### config.mk
export PLATFORM = sky130hd
export DESIGN_NAME = ov7670_sccb_config
export DESIGN_NICKNAME = d
export VERILOG_FILES = /design/src/rtl/ov7670_sccb_config.sv
export SDC_FILE = /design/constraint.sdc
export NUM_CORES = 1
export LEC_CHECK = 0
export CAP_MARGIN = 10
export CORE_MARGIN = 5
export CORE_UTILIZATION = 45
export CTS_BUF_LIST = sky130_fd_sc_hd__clkbuf_8 sky130_fd_sc_hd__clkbuf_16
export CTS_CLUSTER_DIAMETER = 30
export DETAILED_ROUTE_END_ITERATION = 16
export MAX_ROUTING_LAYER = met4
export PLACE_DENSITY = 0.66
export SYNTH_ARGS = -nofsm -noshare
export SYNTH_HDL_FRONTEND = slang
export SYNTH_SLANG_ARGS = --single-unit
### constraint.sdc
create_clock -name CLK_I -period 2.2 [get_ports CLK_I]
set_input_delay 0.44 -clock CLK_I [delete_from_list [all_inputs] [get_ports CLK_I]]
set_output_delay 0.44 -clock CLK_I [all_outputs]
set_load 0.03 [all_outputs]
### src/rtl/ov7670_sccb_config.sv
// rtl/ov7670_sccb_config.sv - OV7670 register table loader over SCCB
//
// Walks a synchronous register ROM and issues one 3-phase SCCB write per
// entry.  Entry 16'hFFF0 inserts an idle wait, 16'hFFFF ends the run.
//
// Ports:
//   CLK_I       system clock
//   RST_N       synchronous active-low reset
//   START_I     starts a run when sampled high in IDLE or DONE
//   ROM_ADDR_O  register table address
//   ROM_DATA_I  {reg, val}, valid one clock after ROM_ADDR_O changes
//   SIOC_O      SCCB clock
//   SIOD_O      SCCB data level
//   SIOD_OE_O   1 = drive SIOD_O, 0 = release
//   BUSY_O      run in progress
//   DONE_O      table completed, held until next start or reset
//   REG_CNT_O   register writes completed in this run (saturating)
module ov7670_sccb_config #(
  parameter int         CLK_FREQ_HZ  = 25000000,
  parameter int         SCCB_FREQ_HZ = 100000,
  parameter logic [7:0] DEV_ADDR     = 8'h42,
  parameter int         DELAY_CYCLES = 250000
) (
  input  logic        CLK_I,
  input  logic        RST_N,
  input  logic        START_I,
  output logic [7:0]  ROM_ADDR_O,
  input  logic [15:0] ROM_DATA_I,
  output logic        SIOC_O,
  output logic        SIOD_O,
  output logic        SIOD_OE_O,
  output logic        BUSY_O,
  output logic        DONE_O,
  output logic [7:0]  REG_CNT_O
);

  localparam int QTR = CLK_FREQ_HZ / (4 * SCCB_FREQ_HZ);
  localparam int QW  = (QTR > 1) ? $clog2(QTR) : 1;
  localparam int DW  = $clog2(DELAY_CYCLES + 1);
  localparam logic [QW-1:0] Q_LAST = QW'(QTR - 1);
  localparam logic [DW-1:0] D_LAST = DW'(DELAY_CYCLES - 1);

  typedef enum logic [3:0] {
    S_IDLE, S_FETCH, S_DECODE, S_START, S_BITS, S_STOP, S_GAP, S_DELAY, S_DONE
  } state_t;

  state_t         state;
  logic [QW-1:0]  qcnt;
  logic [1:0]     qidx;
  logic [4:0]     bit_idx;
  logic [26:0]    frame;
  logic [DW-1:0]  dcnt;

  logic q_end;
  logic timed;
  logic last_entry;

  assign q_end      = (qcnt == Q_LAST);
  assign timed      = (state == S_START) || (state == S_BITS) ||
                      (state == S_STOP)  || (state == S_GAP);
  assign last_entry = (ROM_ADDR_O == 8'hFF);

  // Slots 8, 17 and 26 are the don't-care (ACK) bits of each byte.
  function automatic logic is_ack(input logic [4:0] b);
    return (b == 5'd8) || (b == 5'd17) || (b == 5'd26);
  endfunction

  always_ff @(posedge CLK_I) begin
    if (!RST_N) begin
      state      <= S_IDLE;
      qcnt       <= '0;
      qidx       <= 2'd0;
      bit_idx    <= 5'd0;
      frame      <= '0;
      dcnt       <= '0;
      ROM_ADDR_O <= 8'd0;
      REG_CNT_O  <= 8'd0;
      SIOC_O     <= 1'b1;
      SIOD_O     <= 1'b1;
      SIOD_OE_O  <= 1'b1;
      BUSY_O     <= 1'b0;
      DONE_O     <= 1'b0;
    end else begin
      // Quarter-bit timebase runs only while a write is on the bus.
      if (timed && !q_end)
        qcnt <= qcnt + 1'b1;
      else
        qcnt <= '0;

      case (state)
        S_IDLE, S_DONE: begin
          if (START_I) begin
            ROM_ADDR_O <= 8'd0;
            REG_CNT_O  <= 8'd0;
            DONE_O     <= 1'b0;
            BUSY_O     <= 1'b1;
            state      <= S_FETCH;
          end
        end

        S_FETCH: state <= S_DECODE;

        S_DECODE: begin
          qidx <= 2'd0;
          if (ROM_DATA_I == 16'hFFFF) begin
            BUSY_O <= 1'b0;
            DONE_O <= 1'b1;
            state  <= S_DONE;
          end else if (ROM_DATA_I == 16'hFFF0) begin
            dcnt  <= '0;
            state <= S_DELAY;
          end else begin
            frame     <= {DEV_ADDR, 1'b1, ROM_DATA_I[15:8], 1'b1, ROM_DATA_I[7:0], 1'b1};
            SIOC_O    <= 1'b1;
            SIOD_O    <= 1'b1;
            SIOD_OE_O <= 1'b1;
            state     <= S_START;
          end
        end

        S_START: begin
          if (q_end) begin
            if (qidx == 2'd0) begin
              SIOD_O <= 1'b0;
              qidx   <= 2'd1;
            end else begin
              SIOC_O    <= 1'b0;
              SIOD_O    <= frame[26];
              SIOD_OE_O <= 1'b1;
              bit_idx   <= 5'd0;
              qidx      <= 2'd0;
              state     <= S_BITS;
            end
          end
        end

        S_BITS: begin
          if (q_end) begin
            qidx <= qidx + 2'd1;
            case (qidx)
              2'd1: SIOC_O <= 1'b1;
              2'd3: begin
                SIOC_O <= 1'b0;
                if (bit_idx == 5'd26) begin
                  SIOD_O    <= 1'b0;
                  SIOD_OE_O <= 1'b1;
                  state     <= S_STOP;
                end else begin
                  // frame[26] is always the bit on the wire; shift in the next.
                  frame     <= {frame[25:0], 1'b0};
                  SIOD_O    <= frame[25];
                  SIOD_OE_O <= !is_ack(bit_idx + 5'd1);
                  bit_idx   <= bit_idx + 5'd1;
                end
              end
              default: ;
            endcase
          end
        end

        S_STOP: begin
          if (q_end) begin
            qidx <= qidx + 2'd1;
            case (qidx)
              2'd0: SIOC_O <= 1'b1;
              2'd1: SIOD_O <= 1'b1;
              default: begin
                qidx  <= 2'd0;
                state <= S_GAP;
              end
            endcase
          end
        end

        S_GAP: begin
          if (q_end) begin
            qidx <= qidx + 2'd1;
            if (qidx == 2'd3) begin
              if (REG_CNT_O != 8'hFF)
                REG_CNT_O <= REG_CNT_O + 8'd1;
              if (last_entry) begin
                BUSY_O <= 1'b0;
                DONE_O <= 1'b1;
                state  <= S_DONE;
              end else begin
                ROM_ADDR_O <= ROM_ADDR_O + 8'd1;
                state      <= S_FETCH;
              end
            end
          end
        end

        S_DELAY: begin
          if (dcnt == D_LAST) begin
            if (last_entry) begin
              BUSY_O <= 1'b0;
              DONE_O <= 1'b1;
              state  <= S_DONE;
            end else begin
              ROM_ADDR_O <= ROM_ADDR_O + 8'd1;
              state      <= S_FETCH;
            end
          end else begin
            dcnt <= dcnt + 1'b1;
          end
        end

        default: state <= S_IDLE;
      endcase
    end
  end

endmodule
=== Word level (Yosys, flattened, before mapping) ===
Cells that the tools add are included.

* Bits in registers: 83
* Output and inout bits: 21
* Logic and storage cells: 179

* $add $sub $neg: 6
* Equality and inequality tests: 42
* Mux-type cells: 84
* Reductions and logical operators: 34

{| class="wikitable"
|+ Operators by type and width
! operator !! count
|-
| $mux W27 || 5
|-
| $mux W8 || 8
|-
| $mux W18 || 3
|-
| $pmux W27 S2 || 1
|-
| $mux W4 || 13
|-
| $pmux W18 S2 || 1
|-
| $eq A16 B16 Y1 const B || 2
|-
| $mux W1 || 32
|-
| $pmux W4 S8 || 1
|-
| $ne A2 B2 Y1 const B || 14
|-
| $mux W5 || 5
|-
| $pmux W8 S3 || 1
|-
| $add A18 B1 Y18 const B || 1
|-
| $eq A18 B18 Y1 const B || 1
|-
| $reduce_and A6 Y1 || 3
|-
| $add A8 B1 Y8 const B || 2
|-
| $eq A4 B3 Y1 const B || 4
|-
| $pmux W1 S4 || 4
|-
| $pmux W8 S2 || 1
|-
| $eq A5 B5 Y1 const B || 3
|-
| $ne A2 B1 Y1 const B || 7
|-
| $reduce_bool A4 Y1 || 3
|-
| $reduce_and A11 Y1 || 1
|-
| $pmux W5 S2 || 1
|-
| 32 further kinds || 49
|}

=== Depth between registers and ports, before layout ===
* Depth in word-level cells: 9
* Gate-level depth with buffers: 9
* Mapped depth without buffers: 7

=== Worst setup path before layout ===
No wires, ideal clock.

* Kind: register to register
* Start: register state[1]
* End: register dcnt[14]
* Arrival time: 2.119 ns
* Required time: 2.140 ns
* Slack: 0.021 ns
* Cell stages (with the launch flop): 9
* Cell sequence: dfxtp_1 > buf_4 > or4b_1 > buf_2 > nor4_4 > nand2_2 > buf_6 > a2111o_1 > nand2_1

* Word-level cells in the longest chain between the ends: 3
* Elaborated cells between the ends (all ways): 8
* Classes of those cells: eq/ne (5); mux (1); reduce/logical (2)

{| class="wikitable"
|+ RTL lines
! what !! RTL line !! text
|-
| start, declared || 47 || <nowiki>state_t state;</nowiki>
|-
| start signal, assigned || 70 || <nowiki>state <= S_IDLE;</nowiki>
|-
| start signal, assigned || 97 || <nowiki>state <= S_FETCH;</nowiki>
|-
| start signal, assigned || 101 || <nowiki>S_FETCH: state <= S_DECODE;</nowiki>
|-
| $eq A4 B3 Y1 or $eq A4 B2 Y1 (tied branches) || 90 || <nowiki>case (state)</nowiki>
|-
| $ne A2 B2 Y1 (no line) or $reduce_bool A2 Y1 (tied branches) || - ||
|-
| $reduce_and A4 Y1 (no line) || - ||
|-
| end signal, assigned || 204 || <nowiki>dcnt <= dcnt + 1'b1;</nowiki>
|-
| end, declared || 52 || <nowiki>logic [DW-1:0] dcnt;</nowiki>
|}

Parallel ways exist; a longest one is shown, timed or not.
A chain may end at the register's enable or synchronous reset.

=== Final worst setup path ===
* Start: register state[0]
* End: register frame[5]

* Word-level cells in the longest chain between the ends: 3
* Elaborated cells between the ends (all ways): 10
* Classes of those cells: eq/ne (7); mux (1); reduce/logical (2)

{| class="wikitable"
|+ RTL lines
! what !! RTL line !! text
|-
| $eq A4 B3 Y1 or $eq A4 B2 Y1 (tied branches) || 90 ||
|-
| $ne A2 B2 Y1 (no line), or another cell as far along || - ||
|-
| $reduce_and A6 Y1 (no line) || - ||
|-
| end signal, assigned || 113 || <nowiki>frame <= {DEV_ADDR, 1'b1, ROM_DATA_I[15:8], 1'b1, ROM_DATA_I[7:0], 1'b1};</nowiki>
|-
| end signal, assigned || 150 || <nowiki>frame <= {frame[25:0], 1'b0};</nowiki>
|-
| end, declared || 51 || <nowiki>logic [26:0] frame;</nowiki>
|}

Parallel ways exist; a longest one is shown, timed or not.

==> flow_summary_export.csv <==
group,metric,value,unit
status,status,"complete, no violations",
global_route,grt_first_pass_wirelength,20300,µm
clock_tree,cts_buffers,9,
critical_path,worstPathArrival,2450,ps
synth,synth_nets,596,
critical_path,crit_fanout,11,
die,io-pin-count,40,
synth,yosysUniqueCellTypes,69,
power_and_ir_drop,sequentialPowerShare,0.359,
global_route,grt_pass1_vias,4269,
power_and_ir_drop,peakVddDrop,0.446,mV
power_and_ir_drop,leakage,2.20,nW
routing,viasPerCell,5.81,
global_route,track_usage,0.198,
routing,via_count,4569,
placed_design,place_congestion,0.897,
power_and_ir_drop,combPwrFrac,0.378,
cells_and_area,layout.nets,681,
timing,worstMarginPinSlew,524,ps
cells_and_area,drive_above_1_share,0.197,
placed_design,dpl.hpwl,8300,µm
global_route,grt_util_met3,0.0289,
timing,fin_skew,11.7,ps
timing,min_period,2180,ps
critical_path,rr_startpoint,"state[0]",
synth,synthArstFlopShare,0,
worst_hold_path,hold_path_end,"frame[24]",
global_route,antenna_found_initial,0,
clock_tree,cts_hold_buf,0,
timing,fin_setup_tns,0,ps
timing,rsz0062_at_grt,"yes",
synth,synth-main-ff-cell,"dfxtp_1",
timing,setup_violations,0,
clock_tree,ctsHtreeMaxLevel,3,
routing,post_drt_wl_per_cell,15.6,µm
clock_tree,clk_latency,360,ps
power_and_ir_drop,p_sw_frac,0.346,
critical_path,cp_num_buf_inv,3,
power_and_ir_drop,power,0.00517,W
synth,syn_avg_cell_area,8.12,µm²
power_and_ir_drop,power.density,854,nW/µm²
global_route,grt-ovfl-total,0,
synth,synth_area,4580,µm²
global_route,grt_max_degree,24,
critical_path,r2r_slack,20,ps
worst_hold_path,hp-class,"reg -> reg",
clock_tree,clock_tree.root_cell,"clkbuf_8",
routing,dr.pass1.iters,4,
synth,synth-edff-count,0,
global_route,grtUsageMet2,0.320,
cells_and_area,diodes,0,
cells_and_area,fillers,852,
die,dieHeight,111,µm
timing,slew_headroom,0.646,
die,die-area,12300,µm²
clock_tree,cts.sink_count,83,
critical_path,cp.required,2470,ps
die,rows,36,
critical_path,crit_path_end_kind,"flip-flop",
critical_path,path_class,"reg -> reg",
placed_design,io_buffers,39,
clock_tree,cts_buffer_depth,2,
synth,synthCells,564,
critical_path,path_delay_family,"simple AND/OR/NAND/NOR gates",
routing,drc_errors,0,
timing,period_share,0.991,
critical_path,max_stage_delay,570,ps
routing,drt_wl_total,12300,µm
power_and_ir_drop,power.switching,0.00179,W
global_route,gr-usage-met1,0.260,
timing,finalMaxSlewViolations,0,
critical_path,rr_worst_depth,7,
clock_tree,clk_pin_slew,80,ps
clock_tree,tritoncts,"done",
critical_path,crit_slowest_cell,"or4b_4",
global_route,gr-max-usage-layer,"met2",
die,die_w,111,µm
synth,ys_ff_latch,83,
power_and_ir_drop,power_frac_clock,0.263,
critical_path,r2r-end,"frame[5]",
worst_hold_path,hp-start,"frame[24]",
run,cap_viol_max_count,0,
routing,drt-initial-drc-count,439,
cells_and_area,fin_util,0.614,
cells_and_area,synthToLayoutAreaGrowth,32.2,%
die,initial_utilization,0.464,
critical_path,cp_cell_sequence,"or4b_4 > nor4_4 > buf_4 > a211oi_4 > buf_6 > bufbuf_16 > a311oi_2",
timing,max_freq,459,MHz
worst_hold_path,holdPathStages,2,
routing,ant_nets,0,
die,core_area,9860,µm²
timing,hold_viol,0,
synth,synth_warnings,0,
synth,ys_seq_area_frac,0.363,
power_and_ir_drop,p_int,0.00338,W
critical_path,critPathLaunchType,"flip-flop",
-- stage by stage --
step / cells / setup slack (ps) / hold WS, ps / cell area (µm²)
floorplan: 564 / 20.8 / 432 / 4580
global placement: 759 / -274 / 438 / 5480
detailed placement: 759 / -306 / 447 / 5480
CTS: 780 / 13.8 / 460 / 5840
global route: 787 / -62.8 / 485 / 6050
finish: 787 / 19.9 / 458 / 6050
-- final cells by class --
cell class,count,area [µm²],area share
tap,133,166,0.0275
clock inverter,7,124,0.0205
multi-input combinational,432,2930,0.485
timing repair buffer,111,997,0.165
sequential,83,1660,0.275
inverter,12,45.0,0.00744
clock buffer,9,124,0.0205
-- cell families after synthesis --
kind of cell,after synthesis,synth area share
buf+inv,50,0.0446
compound gates,138,0.219
flops,83,0.363
xor+xnor,10,0.0191
mux,15,0.0331
fa+ha+maj,13,0.0355
simple gates,255,0.286
-- cells in the mapped netlist (all sizes together) (3+ instances only) --
| cell | count | area (µm²) |
|---|---|---|
| a2111o | 6 | 67.6 |
| a211oi | 7 | 57.6 |
| a21o | 3 | 22.5 |
| a21oi | 41 | 205 |
| a311oi | 17 | 149 |
| a31oi | 7 | 43.8 |
| and2 | 4 | 25.0 |
| and3 | 7 | 43.8 |
| and4 | 3 | 26.3 |
| buf | 10 | 53.8 |
| clkbuf | 28 | 105 |
| dfxtp | 83 | 1660 |
| ha | 13 | 163 |
| inv | 12 | 45.0 |
| mux2i | 14 | 140 |
| nand2 | 83 | 314 |
| nand2b | 14 | 87.6 |
| nand3 | 29 | 145 |
| nand3b | 4 | 30.0 |
| nand4 | 15 | 93.8 |
| nor2 | 46 | 173 |
| nor3 | 14 | 70.1 |
| nor4 | 8 | 80.1 |
| nor4b | 3 | 26.3 |
| o2111ai | 7 | 61.3 |
| o211ai | 3 | 22.5 |
| o21a | 3 | 22.5 |
| o21ai | 12 | 60.1 |
| o311ai | 6 | 60.1 |
| o31ai | 5 | 37.5 |
| o41ai | 3 | 26.3 |
| or2 | 3 | 18.8 |
| or3 | 8 | 50.1 |
| or4 | 4 | 30.0 |
| xnor2 | 3 | 26.3 |
| xor2 | 7 | 61.3 |
-- power by group through the flow --
stage	registers, W	logic [W]	clock network (W)
finish	0.00185	0.00195	0.00136
global route	0.00188	0.00213	0.00145
CTS	0.00185	0.00179	0.00139
detailed placement	0.00188	0.00168	0
global placement	0.00188	0.00164	0
floorplan	0.00195	0.00101	0
-- metal layers --
layer / wire length, µm / part of all wire / vias to the layer above
met5: 0 / 0 / -
met4: 106 / 0.0086 / 0
met3: 422 / 0.034 / 11
met2: 5930 / 0.48 / 85
met1: 5840 / 0.47 / 2203
li1: - / - / 2270
-- sequential cells by signal (all words and copies together) (netlist names) --
name	count
BUSY_O	1
DONE_O	1
REG_CNT_O	8
ROM_ADDR_O	8
SIOC_O	1
SIOD_O	1
SIOD_OE_O	1
bit_idx	5
dcnt	18
frame	27
qcnt	6
qidx	2
state	4
-- worst max path at each step --
stage                        startpoint            end  slack [ps]  cells past startpoint
final                          state[0]       frame[5]          20                      7
after global routing            qidx[0]       state[0]         -60                      6
after CTS                       dcnt[0]  ROM_ADDR_O[5]          10                      7
after detailed placement  ROM_DATA_I[0]         SIOC_O        -310                      6
after global placement    ROM_DATA_I[3]        dcnt[5]        -270                      7
after floorplan                state[1]       dcnt[14]          20                      8
-- tightest hold or removal path, cell delays in order, from the launching register on --
cell and delay, ps:
dfxtp_1 320, nand2_1 50, a21oi_1 50
-- cell usage in the layout, fill, tap and decap left out, drive strengths merged, types with 4 or more instances in the layout --
master	n
o21ai	12
or3	8
inv	14
nand2b	14
mux2i	14
or4	4
and3	7
clkdlybuf4s50	39
nand3	29
clkbuf	9
nor3	14
a31oi	7
nand4	15
a311oi	17
dfxtp	83
a211oi	7
a2111o	6
and2	4
buf	71
o31ai	5
o311ai	6
nand2	84
nor4	8
o2111ai	7
a21oi	41
nand3b	4
ha	13
xor2	7
nor2	46
-- repair_timing --
item	CTS	global route
setup endpoints to repair	42	45
buffers inserted	4	6
pin swaps	2	7
gates cloned	1	1
gates resized for setup	9	34
hold endpoints to repair	0	0
No activity file was read; power rests on OpenSTA's default activity.
